==> src/rtl/cache_mem_arbiter_if.sv <==
// ---------------------------------------------------------------------------
// cache_mem_arbiter_if
//
// Purpose: bundles the I-cache, D-cache and L2 memory line-port signals that
// meet at cache_mem_arbiter, so the arbiter and its environment share one
// definition of the bus.
//
// Parameters:
//   ADDR_W  byte-address width of all line ports (default 16)
//   LINE_W  cache-line width, 8 x 16-bit words (default 128)
//
// Signals:
//   I-cache : i_read, i_address        -> arbiter
//             i_rdata, i_resp          <- arbiter
//   D-cache : d_read, d_write,
//             d_address, d_wdata       -> arbiter
//             d_rdata, d_resp          <- arbiter
//   Memory  : mem_read, mem_write,
//             mem_address, mem_wdata   <- arbiter
//             mem_rdata, mem_resp      -> arbiter
//
// Modports:
//   master  the arbiter's view (drives memory strobes and cache responses)
//   slave   the surrounding view (caches and memory model)
//
// Handshake: a cache raises its request as a level and holds it until its
// one-cycle resp pulse; data returned on x_rdata is meaningful only in the
// cycle x_resp is high. The memory side sees level strobes held for the whole
// grant and answers with a one-cycle mem_resp, mem_rdata valid alongside it.
// ---------------------------------------------------------------------------
interface cache_mem_arbiter_if #(
  parameter int ADDR_W = 16,
  parameter int LINE_W = 128
);

  // I-cache port
  logic              i_read;
  logic [ADDR_W-1:0] i_address;
  logic [LINE_W-1:0] i_rdata;
  logic              i_resp;

  // D-cache port
  logic              d_read;
  logic              d_write;
  logic [ADDR_W-1:0] d_address;
  logic [LINE_W-1:0] d_wdata;
  logic [LINE_W-1:0] d_rdata;
  logic              d_resp;

  // L2 memory port
  logic              mem_read;
  logic              mem_write;
  logic [ADDR_W-1:0] mem_address;
  logic [LINE_W-1:0] mem_wdata;
  logic [LINE_W-1:0] mem_rdata;
  logic              mem_resp;

  modport master (
    input  i_read, i_address,
    output i_rdata, i_resp,
    input  d_read, d_write, d_address, d_wdata,
    output d_rdata, d_resp,
    output mem_read, mem_write, mem_address, mem_wdata,
    input  mem_rdata, mem_resp
  );

  modport slave (
    output i_read, i_address,
    input  i_rdata, i_resp,
    output d_read, d_write, d_address, d_wdata,
    input  d_rdata, d_resp,
    input  mem_read, mem_write, mem_address, mem_wdata,
    output mem_rdata, mem_resp
  );

endinterface

==> src/rtl/cache_mem_arbiter.sv <==
// ---------------------------------------------------------------------------
// cache_mem_arbiter
//
// Purpose: shares one L2 memory line port between the I-cache (fetch) and the
// D-cache (mem stage). One transaction is in flight at a time; the grant is
// held until the memory answers, and the answer is routed only to the cache
// that owns the grant.
//
// Ports:
//   clk          in   system clock, all state on the rising edge
//   rst_n        in   asynchronous active-low reset
//   bus          cache_mem_arbiter_if.master (cache and memory line ports)
//   arb_busy     out  1 while a grant is active (state != IDLE)
//   dbg_state_o  out  FSM state for debug/checkers (0 = IDLE, 1 = GNT_I,
//                     2 = GNT_D)
//
// Configuration macro: ARB_ROUND_ROBIN_EN
//   undefined : fixed priority, the D-cache wins simultaneous requests
//               (a stalled mem stage blocks retirement, so it drains first)
//   defined   : a last_gnt register (reset to I) makes ties go to the
//               requester that was not served last
//
// Handshake: requests are levels held until the matching one-cycle resp.
// A request seen in IDLE is granted at the next rising edge, so the memory
// strobe appears one cycle after the request. mem_resp returns the FSM to
// IDLE at the next edge, which guarantees one idle cycle between
// transactions and re-arbitrates any waiting request there.
//
// Memory-side outputs are combinational from the granted cache's inputs and
// are all zero outside a grant, so an asynchronous reset clears them without
// waiting for a clock edge.
// ---------------------------------------------------------------------------
module cache_mem_arbiter (
  input  logic                       clk,
  input  logic                       rst_n,
  cache_mem_arbiter_if.master        bus,
  output logic                       arb_busy,
  output logic [1:0]                 dbg_state_o
);

  // -------------------------------------------------------------------------
  // State encoding
  // -------------------------------------------------------------------------
  localparam logic [1:0] ST_IDLE  = 2'd0;
  localparam logic [1:0] ST_GNT_I = 2'd1;
  localparam logic [1:0] ST_GNT_D = 2'd2;

  logic [1:0] state_q;
  logic [1:0] state_d;

  // D-cache wants the port for either a fill or a write-back.
  logic d_req;
  assign d_req = bus.d_read | bus.d_write;

  // 1 when a simultaneous request should go to the D-cache.
  logic tie_to_d;

`ifdef ARB_ROUND_ROBIN_EN
  // Which requester was granted most recently: 0 = I-cache, 1 = D-cache.
  logic last_gnt_q;
  logic last_gnt_d;

  // On a tie, the side that was not served last wins.
  assign tie_to_d = ~last_gnt_q;
`else
  assign tie_to_d = 1'b1;
`endif

  // -------------------------------------------------------------------------
  // Next-state logic
  // -------------------------------------------------------------------------
  always_comb begin
    state_d = state_q;
    case (state_q)
      ST_IDLE: begin
        if (d_req && bus.i_read) begin
          state_d = tie_to_d ? ST_GNT_D : ST_GNT_I;
        end else if (d_req) begin
          state_d = ST_GNT_D;
        end else if (bus.i_read) begin
          state_d = ST_GNT_I;
        end
      end
      // A request dropped while granted is a protocol error; the grant is
      // held regardless and only mem_resp releases it.
      ST_GNT_I,
      ST_GNT_D: begin
        if (bus.mem_resp) begin
          state_d = ST_IDLE;
        end
      end
      default: begin
        state_d = ST_IDLE;
      end
    endcase
  end

`ifdef ARB_ROUND_ROBIN_EN
  // last_gnt follows every entry into a grant state, tie or not.
  always_comb begin
    last_gnt_d = last_gnt_q;
    if (state_q == ST_IDLE) begin
      if (state_d == ST_GNT_I) begin
        last_gnt_d = 1'b0;
      end else if (state_d == ST_GNT_D) begin
        last_gnt_d = 1'b1;
      end
    end
  end
`endif

  // -------------------------------------------------------------------------
  // State registers
  // -------------------------------------------------------------------------
  always_ff @(posedge clk or negedge rst_n) begin
    if (!rst_n) begin
      state_q <= ST_IDLE;
    end else begin
      state_q <= state_d;
    end
  end

`ifdef ARB_ROUND_ROBIN_EN
  always_ff @(posedge clk or negedge rst_n) begin
    if (!rst_n) begin
      last_gnt_q <= 1'b0;
    end else begin
      last_gnt_q <= last_gnt_d;
    end
  end
`endif

  // -------------------------------------------------------------------------
  // Memory-side muxing and response routing
  // -------------------------------------------------------------------------
  // d_read and d_write together is illegal but is forwarded untouched; the
  // memory model is expected to flag it.
  always_comb begin
    bus.mem_read    = 1'b0;
    bus.mem_write   = 1'b0;
    bus.mem_address = '0;
    bus.mem_wdata   = '0;
    bus.i_resp      = 1'b0;
    bus.d_resp      = 1'b0;
    case (state_q)
      ST_GNT_I: begin
        bus.mem_read    = bus.i_read;
        bus.mem_address = bus.i_address;
        bus.i_resp      = bus.mem_resp;
      end
      ST_GNT_D: begin
        bus.mem_read    = bus.d_read;
        bus.mem_write   = bus.d_write;
        bus.mem_address = bus.d_address;
        bus.mem_wdata   = bus.d_wdata;
        bus.d_resp      = bus.mem_resp;
      end
      default: begin
        // IDLE: strobes low, and a stray mem_resp is not passed on.
      end
    endcase
  end

  // Read data is broadcast; each cache qualifies it with its own resp.
  assign bus.i_rdata = bus.mem_rdata;
  assign bus.d_rdata = bus.mem_rdata;

  assign arb_busy    = (state_q != ST_IDLE);
  assign dbg_state_o = state_q;

endmodule

==> src/flat_wrapper.sv <==
// flat-port wrapper written by rule: the top's interface ports become plain ports
module cache_mem_arbiter_flat 
  (clk, rst_n, arb_busy, dbg_state_o, bus_i_read, bus_i_address, bus_i_rdata, bus_i_resp, bus_d_read, bus_d_write, bus_d_address, bus_d_wdata, bus_d_rdata, bus_d_resp, bus_mem_read, bus_mem_write, bus_mem_address, bus_mem_wdata, bus_mem_rdata, bus_mem_resp);
  cache_mem_arbiter_if #(.ADDR_W((16)), .LINE_W((128))) bus_i ();
  input  logic clk;
  input  logic rst_n;
  output logic arb_busy;
  output logic [1:0] dbg_state_o;
  input wire logic [$bits(bus_i.i_read)-1:0] bus_i_read;
  input wire logic [$bits(bus_i.i_address)-1:0] bus_i_address;
  output wire logic [$bits(bus_i.i_rdata)-1:0] bus_i_rdata;
  output wire logic [$bits(bus_i.i_resp)-1:0] bus_i_resp;
  input wire logic [$bits(bus_i.d_read)-1:0] bus_d_read;
  input wire logic [$bits(bus_i.d_write)-1:0] bus_d_write;
  input wire logic [$bits(bus_i.d_address)-1:0] bus_d_address;
  input wire logic [$bits(bus_i.d_wdata)-1:0] bus_d_wdata;
  output wire logic [$bits(bus_i.d_rdata)-1:0] bus_d_rdata;
  output wire logic [$bits(bus_i.d_resp)-1:0] bus_d_resp;
  output wire logic [$bits(bus_i.mem_read)-1:0] bus_mem_read;
  output wire logic [$bits(bus_i.mem_write)-1:0] bus_mem_write;
  output wire logic [$bits(bus_i.mem_address)-1:0] bus_mem_address;
  output wire logic [$bits(bus_i.mem_wdata)-1:0] bus_mem_wdata;
  input wire logic [$bits(bus_i.mem_rdata)-1:0] bus_mem_rdata;
  input wire logic [$bits(bus_i.mem_resp)-1:0] bus_mem_resp;
  assign bus_i.i_read = bus_i_read;
  assign bus_i.i_address = bus_i_address;
  assign bus_i_rdata = bus_i.i_rdata;
  assign bus_i_resp = bus_i.i_resp;
  assign bus_i.d_read = bus_d_read;
  assign bus_i.d_write = bus_d_write;
  assign bus_i.d_address = bus_d_address;
  assign bus_i.d_wdata = bus_d_wdata;
  assign bus_d_rdata = bus_i.d_rdata;
  assign bus_d_resp = bus_i.d_resp;
  assign bus_mem_read = bus_i.mem_read;
  assign bus_mem_write = bus_i.mem_write;
  assign bus_mem_address = bus_i.mem_address;
  assign bus_mem_wdata = bus_i.mem_wdata;
  assign bus_i.mem_rdata = bus_mem_rdata;
  assign bus_i.mem_resp = bus_mem_resp;
  cache_mem_arbiter u_core (.clk(clk), .rst_n(rst_n), .bus(bus_i), .arb_busy(arb_busy), .dbg_state_o(dbg_state_o));
endmodule
==> config.mk <==
export PLATFORM = sky130hd
export DESIGN_NAME = cache_mem_arbiter_flat
export DESIGN_NICKNAME = d
export VERILOG_FILES = /design/src/rtl/cache_mem_arbiter_if.sv /design/src/rtl/cache_mem_arbiter.sv /design/src/flat_wrapper.sv
export SDC_FILE = /design/constraint.sdc
export NUM_CORES = 1
export LEC_CHECK = 0
export CORE_AREA = 2 2 275 277
export CTS_CLUSTER_DIAMETER = 200
export DETAILED_ROUTE_END_ITERATION = 7
export DIE_AREA = 0 0 277 279
export REMOVE_ABC_BUFFERS = 1
export SETUP_SLACK_MARGIN = 0.2
export SLEW_MARGIN = 20
export SYNTH_ARGS = -nofsm -noshare
export SYNTH_HDL_FRONTEND = slang
export SYNTH_SLANG_ARGS = --single-unit
==> constraint.sdc <==
create_clock -name clk -period 1.42 [get_ports clk]
set_input_delay 0.284 -clock clk [delete_from_list [all_inputs] [get_ports clk]]
set_output_delay 0.284 -clock clk [all_outputs]
set_load 0.05 [all_outputs]
==> out/metrics.cfg, run 1 <==
[synthesis]
yosys.cell_types.count=15
synth-seq-cells=2
synth_area_leaders=buf_4 60%, and2_1 25%, a22oi_1 4.0%, nor2b_1 3.3%, buf_2 2.0%
yosys.area_share.simple_pct=29.45
synth.avg_cell_area_um2=7.071
synth_top_area_cell=buf_4
synth_compound_area_share_pct=4.695
synth_top_family_by_area=buffers and inverters
synthXorXnorAreaFrac_pct=0
synthCells=456
yosys_warnings=0
synth-adder-area-share_pct=1.164
synth_area_um2=3224
synth_mux_area_share_pct=0
ys_seq_area_share_pct=1.552
netlist.area_leader.share_pct=60.07

[pwr]
swShare_pct=50.45
p_leak_uw=0.002966
seqPwrFrac_pct=0.6
p_switching_uw=9970
internal_power_uw=9794
combPwrFrac_pct=97.2
power.share.clock_pct=2.2
peakVddDrop_mv=1.043
powerDensity_nw_per_um2=2423

[critical_path]
start_kind=flip-flop
worst-path-max-fanout=8
ff2ff_setup_slack_ps=-50
crit_type=flip-flop to primary output
cp_data_arrival_time_ps=1600
cp-end-kind=primary output
r2r-start=u_core.dbg_state_o[1]
reg2reg_depth=6
rr_endpoint=u_core.dbg_state_o[1]
critPathRequiredTime_ps=1140

[floorplan]
die_h_um=279
die-area_um2=77280
ios=701
placeableCoreArea_um2=74070
fp-row-count=100
fp.dieW_um=277
initial_core_util_pct=4.353

[finish]
final_nets=835
drive_gt1_share_pct=59.70
final_core_util_pct=11.01
syn2layout_area_growth_pct=153.0
largest_reg_flops=2
final_cells=1513

[sta]
fin_ws_ps=-467.4
hold_viol=0
slew_viol_final=0
finClkSkew_ps=0.3580
tightest_slew_ps=343.8
setup_viol=152
finalCritPeriodShare_pct=132.9
rsz0062_at_grt=true
period_needed_ps=1887
relSlewSlack_pct=77.01
fmax_ghz=0.5298

[place]
place_congestion=0.8376
dp_slack_ps=-379.1
dp.cells=1481
port_buffers=316
dp_hpwl_um=70700

[grt]
grt_first_pass_wirelength_um=89060
antenna_found_initial=62
grt_max_degree=32
grt_pass1_vias=3927
grt_overflow=0
track_usage_pct=19.68

[clock_tree]
cts_buffers=3
cts-htree-levels=1
tritoncts=done
cts.path.max_buffers=2
clk_pin_slew_ps=30
clock_latency_ps=220
ctsHoldBuffers=0
cts-root-buf=clkbuf_16
clock-sinks=2

[run]
cap_violations=0

[detailed_routing]
drc=0
via_per_inst=2.751
num_vias=4163
wire_per_inst_um=52.35
drt_iter0_markers=291
drt-pass1-iter-count=4
ant_nets=0
wl_um=79200

[status]
status=finished with violations
violations=negative setup slack

[hold_path]
hold_path.class=primary input to asynchronous set/reset pin

## routing by layer
layer  track usage, %  up-vias  wire length [um]
li1                 -     1314                 -
met1            19.78     1778             27740
met2            23.60      969             27140
met3            26.93       60             22690
met4            1.533       42               622
met5            7.630        -              1008
## worst max-delay path by stage
stage	from	end	slack, ps	depth (start not counted)
2_1_floorplan	u_core.dbg_state_o[0]	bus_mem_address[10]	-2350	4
3_3_place_gp	u_core.dbg_state_o[0]	bus_mem_wdata[3]	-380	5
3_5_place_dp	u_core.dbg_state_o[0]	bus_mem_wdata[118]	-380	5
4_1_cts	u_core.dbg_state_o[0]	bus_mem_wdata[39]	-470	5
5_1_grt	u_core.dbg_state_o[0]	bus_mem_address[5]	-520	7
6_report	u_core.dbg_state_o[0]	bus_mem_wdata[28]	-470	6
## power groups by stage
| stage | combinational, uW | sequential [uW] | clock [uW] |
|---|---|---|---|
| after floorplan | 5510 | 199 | 0 |
| after global placement | 16300 | 118 | 0 |
| after detailed placement | 16300 | 117 | 0 |
| after CTS | 18600 | 124 | 435 |
| after global routing | 20100 | 126 | 441 |
| final | 19200 | 122 | 432 |
## area by class of cell
class | instances | area, um^2
Antenna cell | 8 | 20.02
Sequential cell | 2 | 51.30
Clock buffer | 3 | 75.07
Fill cell | 8483 | 65910
Timing Repair Buffer | 352 | 5284
Tap cell | 969 | 1212
Inverter | 4 | 15.01
Multi-Input combinational cell | 175 | 1500
## cells by family after synthesis
| logic type | after synthesis |
|---|---|
| AO/OA/AOI/OAI | 21 |
| buffers and inverters | 279 |
| AND/OR/NAND/NOR | 151 |
| flip-flops | 2 |
| adder cells (fa/ha/maj) | 3 |
## worst max-delay path, cell delays in order (launching register included)
cell	delay (ps)
dfrtp_1	380
inv_2	100
ha_4	230
buf_12	180
clkbuf_16	170
and2_4	150
buf_12	140
## cells in the mapped netlist, drive strengths merged
| cell | count |
|---|---|
| buf | 271 |
| and2 | 131 |
| nor2b | 18 |
| a22oi | 17 |
| clkbuf | 4 |
| inv | 4 |
| a21oi | 3 |
| ha | 3 |
| dfrtp | 2 |
| nand2b | 1 |
| nor2 | 1 |
| o32ai | 1 |
## cell usage in the layout, fill, tap and decap left out
cell,n
buf_6,5
diode_2,8
nand2b_1,1
clkbuf_16,10
and2_4,100
nor2_1,1
a22oi_1,10
buf_12,156
dfrtp_1,1
inv_1,2
nor2b_1,1
ha_1,1
a21oi_1,3
a22oi_2,7
ha_4,2
clkdlybuf4s50_1,165
buf_16,6
and2_2,1
buf_8,2
o32ai_1,1
buf_4,11
and2_1,30
nor2b_4,3
dfrtp_2,1
nor2b_2,14
inv_2,2
## per-stage QoR
stage	TNS, ps	hold WS (ps)	power [uW]	cell area, um^2
after global routing	-70660	246.8	20640	8140
final	-61450	244.8	19760	8158
after floorplan	-288690	-11.59	5706	1204
after CTS	-62180	249.2	19160	7898
after detailed placement	-37810	482.0	16380	7253
after global placement	-38250	484.9	16440	7253
## timing repair
action	in CTS	in global routing
pin swaps	3	1
gates cloned	6	8
setup endpoints to repair	152	152
resized for setup	135	14
buffers inserted	6	1
No activity file was read; power rests on OpenSTA's default activity.
==> run 2, diff against run 1 <==
SKIP_LAST_GASP = 1   (was default)
==> run 2 against run 1 <==
Net effect: first-iteration DRC count down 1.4%; power shrank 0.66%; fmax barely moved; non-clock buffer count unchanged; combinational power is essentially flat; utilization is essentially flat; sequential share of layout area barely moved; die area unchanged; the flow still finishes with violations (negative setup slack); cell count hardly changed; clock-buffer cell count did not move; hold slack is essentially flat.
==> out/metrics.cfg, run 2 (synthesis results as in run 1) <==
[status]
status=finished with violations
violations=negative setup slack

[floorplan]
die-area_um2=77280  ; unchanged
fp-row-count=100  ; unchanged
initial_core_util_pct=4.353  ; unchanged
placeableCoreArea_um2=74070  ; unchanged
ios=701  ; unchanged
die_h_um=279  ; unchanged
fp.dieW_um=277  ; unchanged

[grt]
grt_first_pass_wirelength_um=89020  ; about the same
track_usage_pct=19.67  ; about the same
grt_pass1_vias=3925  ; -0.051%
grt_max_degree=32  ; unchanged
grt_overflow=0  ; unchanged
antenna_found_initial=62  ; unchanged

[pwr]
peakVddDrop_mv=1.042  ; -0.16%
p_switching_uw=9956  ; -0.15%
internal_power_uw=9677  ; -1.2%
swShare_pct=50.71  ; +0.26 points
seqPwrFrac_pct=0.6  ; about the same
powerDensity_nw_per_um2=2417  ; -0.25%
power.share.clock_pct=2.2  ; about the same
p_leak_uw=0.002941  ; -0.86%
combPwrFrac_pct=97.2  ; about the same

[sta]
fmax_ghz=0.5300  ; about the same
fin_ws_ps=-466.8  ; +0.6630 ps
hold_viol=0  ; unchanged
relSlewSlack_pct=77.00  ; about the same
period_needed_ps=1887  ; -0.6630 ps
rsz0062_at_grt=true
finalCritPeriodShare_pct=132.9  ; about the same
slew_viol_final=0  ; unchanged
hold_ws_ps=244.8  ; +0.004000 ps
tightest_slew_ps=343.9  ; +0.06676 ps
setup_viol=152  ; unchanged
finClkSkew_ps=0.3580  ; unchanged

[detailed_routing]
ant_nets=0  ; unchanged
wl_met2_um=27130  ; about the same
wl_um=79160  ; about the same
drt-pass1-iter-count=4  ; unchanged
via_per_inst=2.739  ; -0.45%
wl_met1_um=27510  ; -0.83%
wire_per_inst_um=52.28  ; -0.12%
drt_iter0_markers=287  ; -1.4%
met3_length_um=22940  ; +1.1%
drc=0  ; unchanged
num_vias=4147  ; -0.38%
highest_layer=met5

[critical_path]
cp-end-kind=primary output
cp_data_arrival_time_ps=1600  ; about the same
crit_type=flip-flop to primary output
start_kind=flip-flop
worst-path-max-fanout=8  ; unchanged
critPathRequiredTime_ps=1140  ; about the same
ff2ff_setup_slack_ps=-50  ; about the same

[place]
place_congestion=0.8376  ; unchanged
port_buffers=316  ; unchanged
dp_hpwl_um=70700  ; unchanged
dp_slack_ps=-379.1  ; unchanged

[clock_tree]
tritoncts=done
cts-root-buf=clkbuf_16
cts_buffers=3  ; unchanged
clk_pin_slew_ps=30  ; about the same
clock-sinks=2  ; unchanged
cts-htree-levels=1  ; unchanged
clock_latency_ps=220  ; about the same
cts.path.max_buffers=2  ; unchanged

[finish]
drive_gt1_share_pct=57.28  ; -2.4 points
syn2layout_area_growth_pct=152.0
largest_reg_flops=2  ; unchanged
final_common_cell=clkdlybuf4s50_1
final_nets=835  ; unchanged
final_cell_mix=165 x clkdlybuf4s50_1, 156 x buf_12, 84 x and2_4

[hold_path]
hold_path.class=primary input to asynchronous set/reset pin

[run]
cap_violations=0  ; unchanged

[run 2: cell types whose count changed in the layout (fill, tap and decap cells not counted), sizes merged]
| cell | before | now |
|---|---|---|
| diode | 8 | 9 |
[run 2: final cells by class]
class / instances / area [um^2]
clock buffers: 3 / 75.07
diodes: 9 / 22.52
fillers: 8484 / 65950
flip-flops and latches: 2 / 51.30
well taps: 969 / 1212
multi-input cells: 175 / 1464
inverters: 4 / 15.01
repair buffers: 352 / 5284
[run 2: power by group through the flow]
stage	registers, uW	clock network (uW)	logic, uW
2_1_floorplan	199	0	5510
3_3_place_gp	118	0	16300
3_5_place_dp	117	0	16300
4_1_cts	124	435	18500
5_1_grt	126	441	19900
6_report	122	432	19100
[run 2: routing by layer]
| layer | global-route usage, % | vias to the layer above |
|---|---|---|
| met3 | 26.93 | 56 |
| met5 | 7.630 | - |
| met4 | 1.533 | 40 |
| met2 | 23.57 | 975 |
| met1 | 19.78 | 1760 |
| li1 | - | 1316 |
[run 2: timing repair]
action / 4_1_cts / 5_1_grt
gates resized for setup: 119 / 14
gates cloned: 6 / 8
hold buffers: 0 / 0
setup endpoints to repair: 152 / 152
buffers inserted: 6 / 1
pin swaps: 2 / 0
[run 2: worst max-delay path, cell delays in order (launching register included)]
cell       delay, ps
dfrtp_1          380
inv_2            100
ha_4             230
buf_12           180
clkbuf_16        170
and2_4           150
buf_12           140
[run 2: path summary, 6_finish.rpt]
kind | endpoint | start | depth (start not counted)
worst max-delay path | bus_mem_wdata[28] | u_core.dbg_state_o[0] | 6
worst min-delay path | u_core.dbg_state_o[0] | rst_n | 1
worst max register to register | u_core.dbg_state_o[1] | u_core.dbg_state_o[1] | 6
worst min register to register | u_core.dbg_state_o[0] | u_core.dbg_state_o[0] | 2
max in group asynchronous | u_core.dbg_state_o[1] | rst_n | 1
min in group clk | bus_i_rdata[93] | bus_mem_rdata[93] | 0
[run 2: metrics by stage]
step                      cells  TNS (ps)  total power, uW  utilization, %  area [um^2]
after floorplan             181   -288690             5706               -         1204
after global placement     1481    -38250            16440           9.792         7253
after detailed placement   1481    -37810            16380           9.792         7253
after CTS                  1496    -62590            19020           10.61         7861
after global routing       1506    -71070            20500           10.94         8104
final                      1514    -61880            19630           10.97         8124
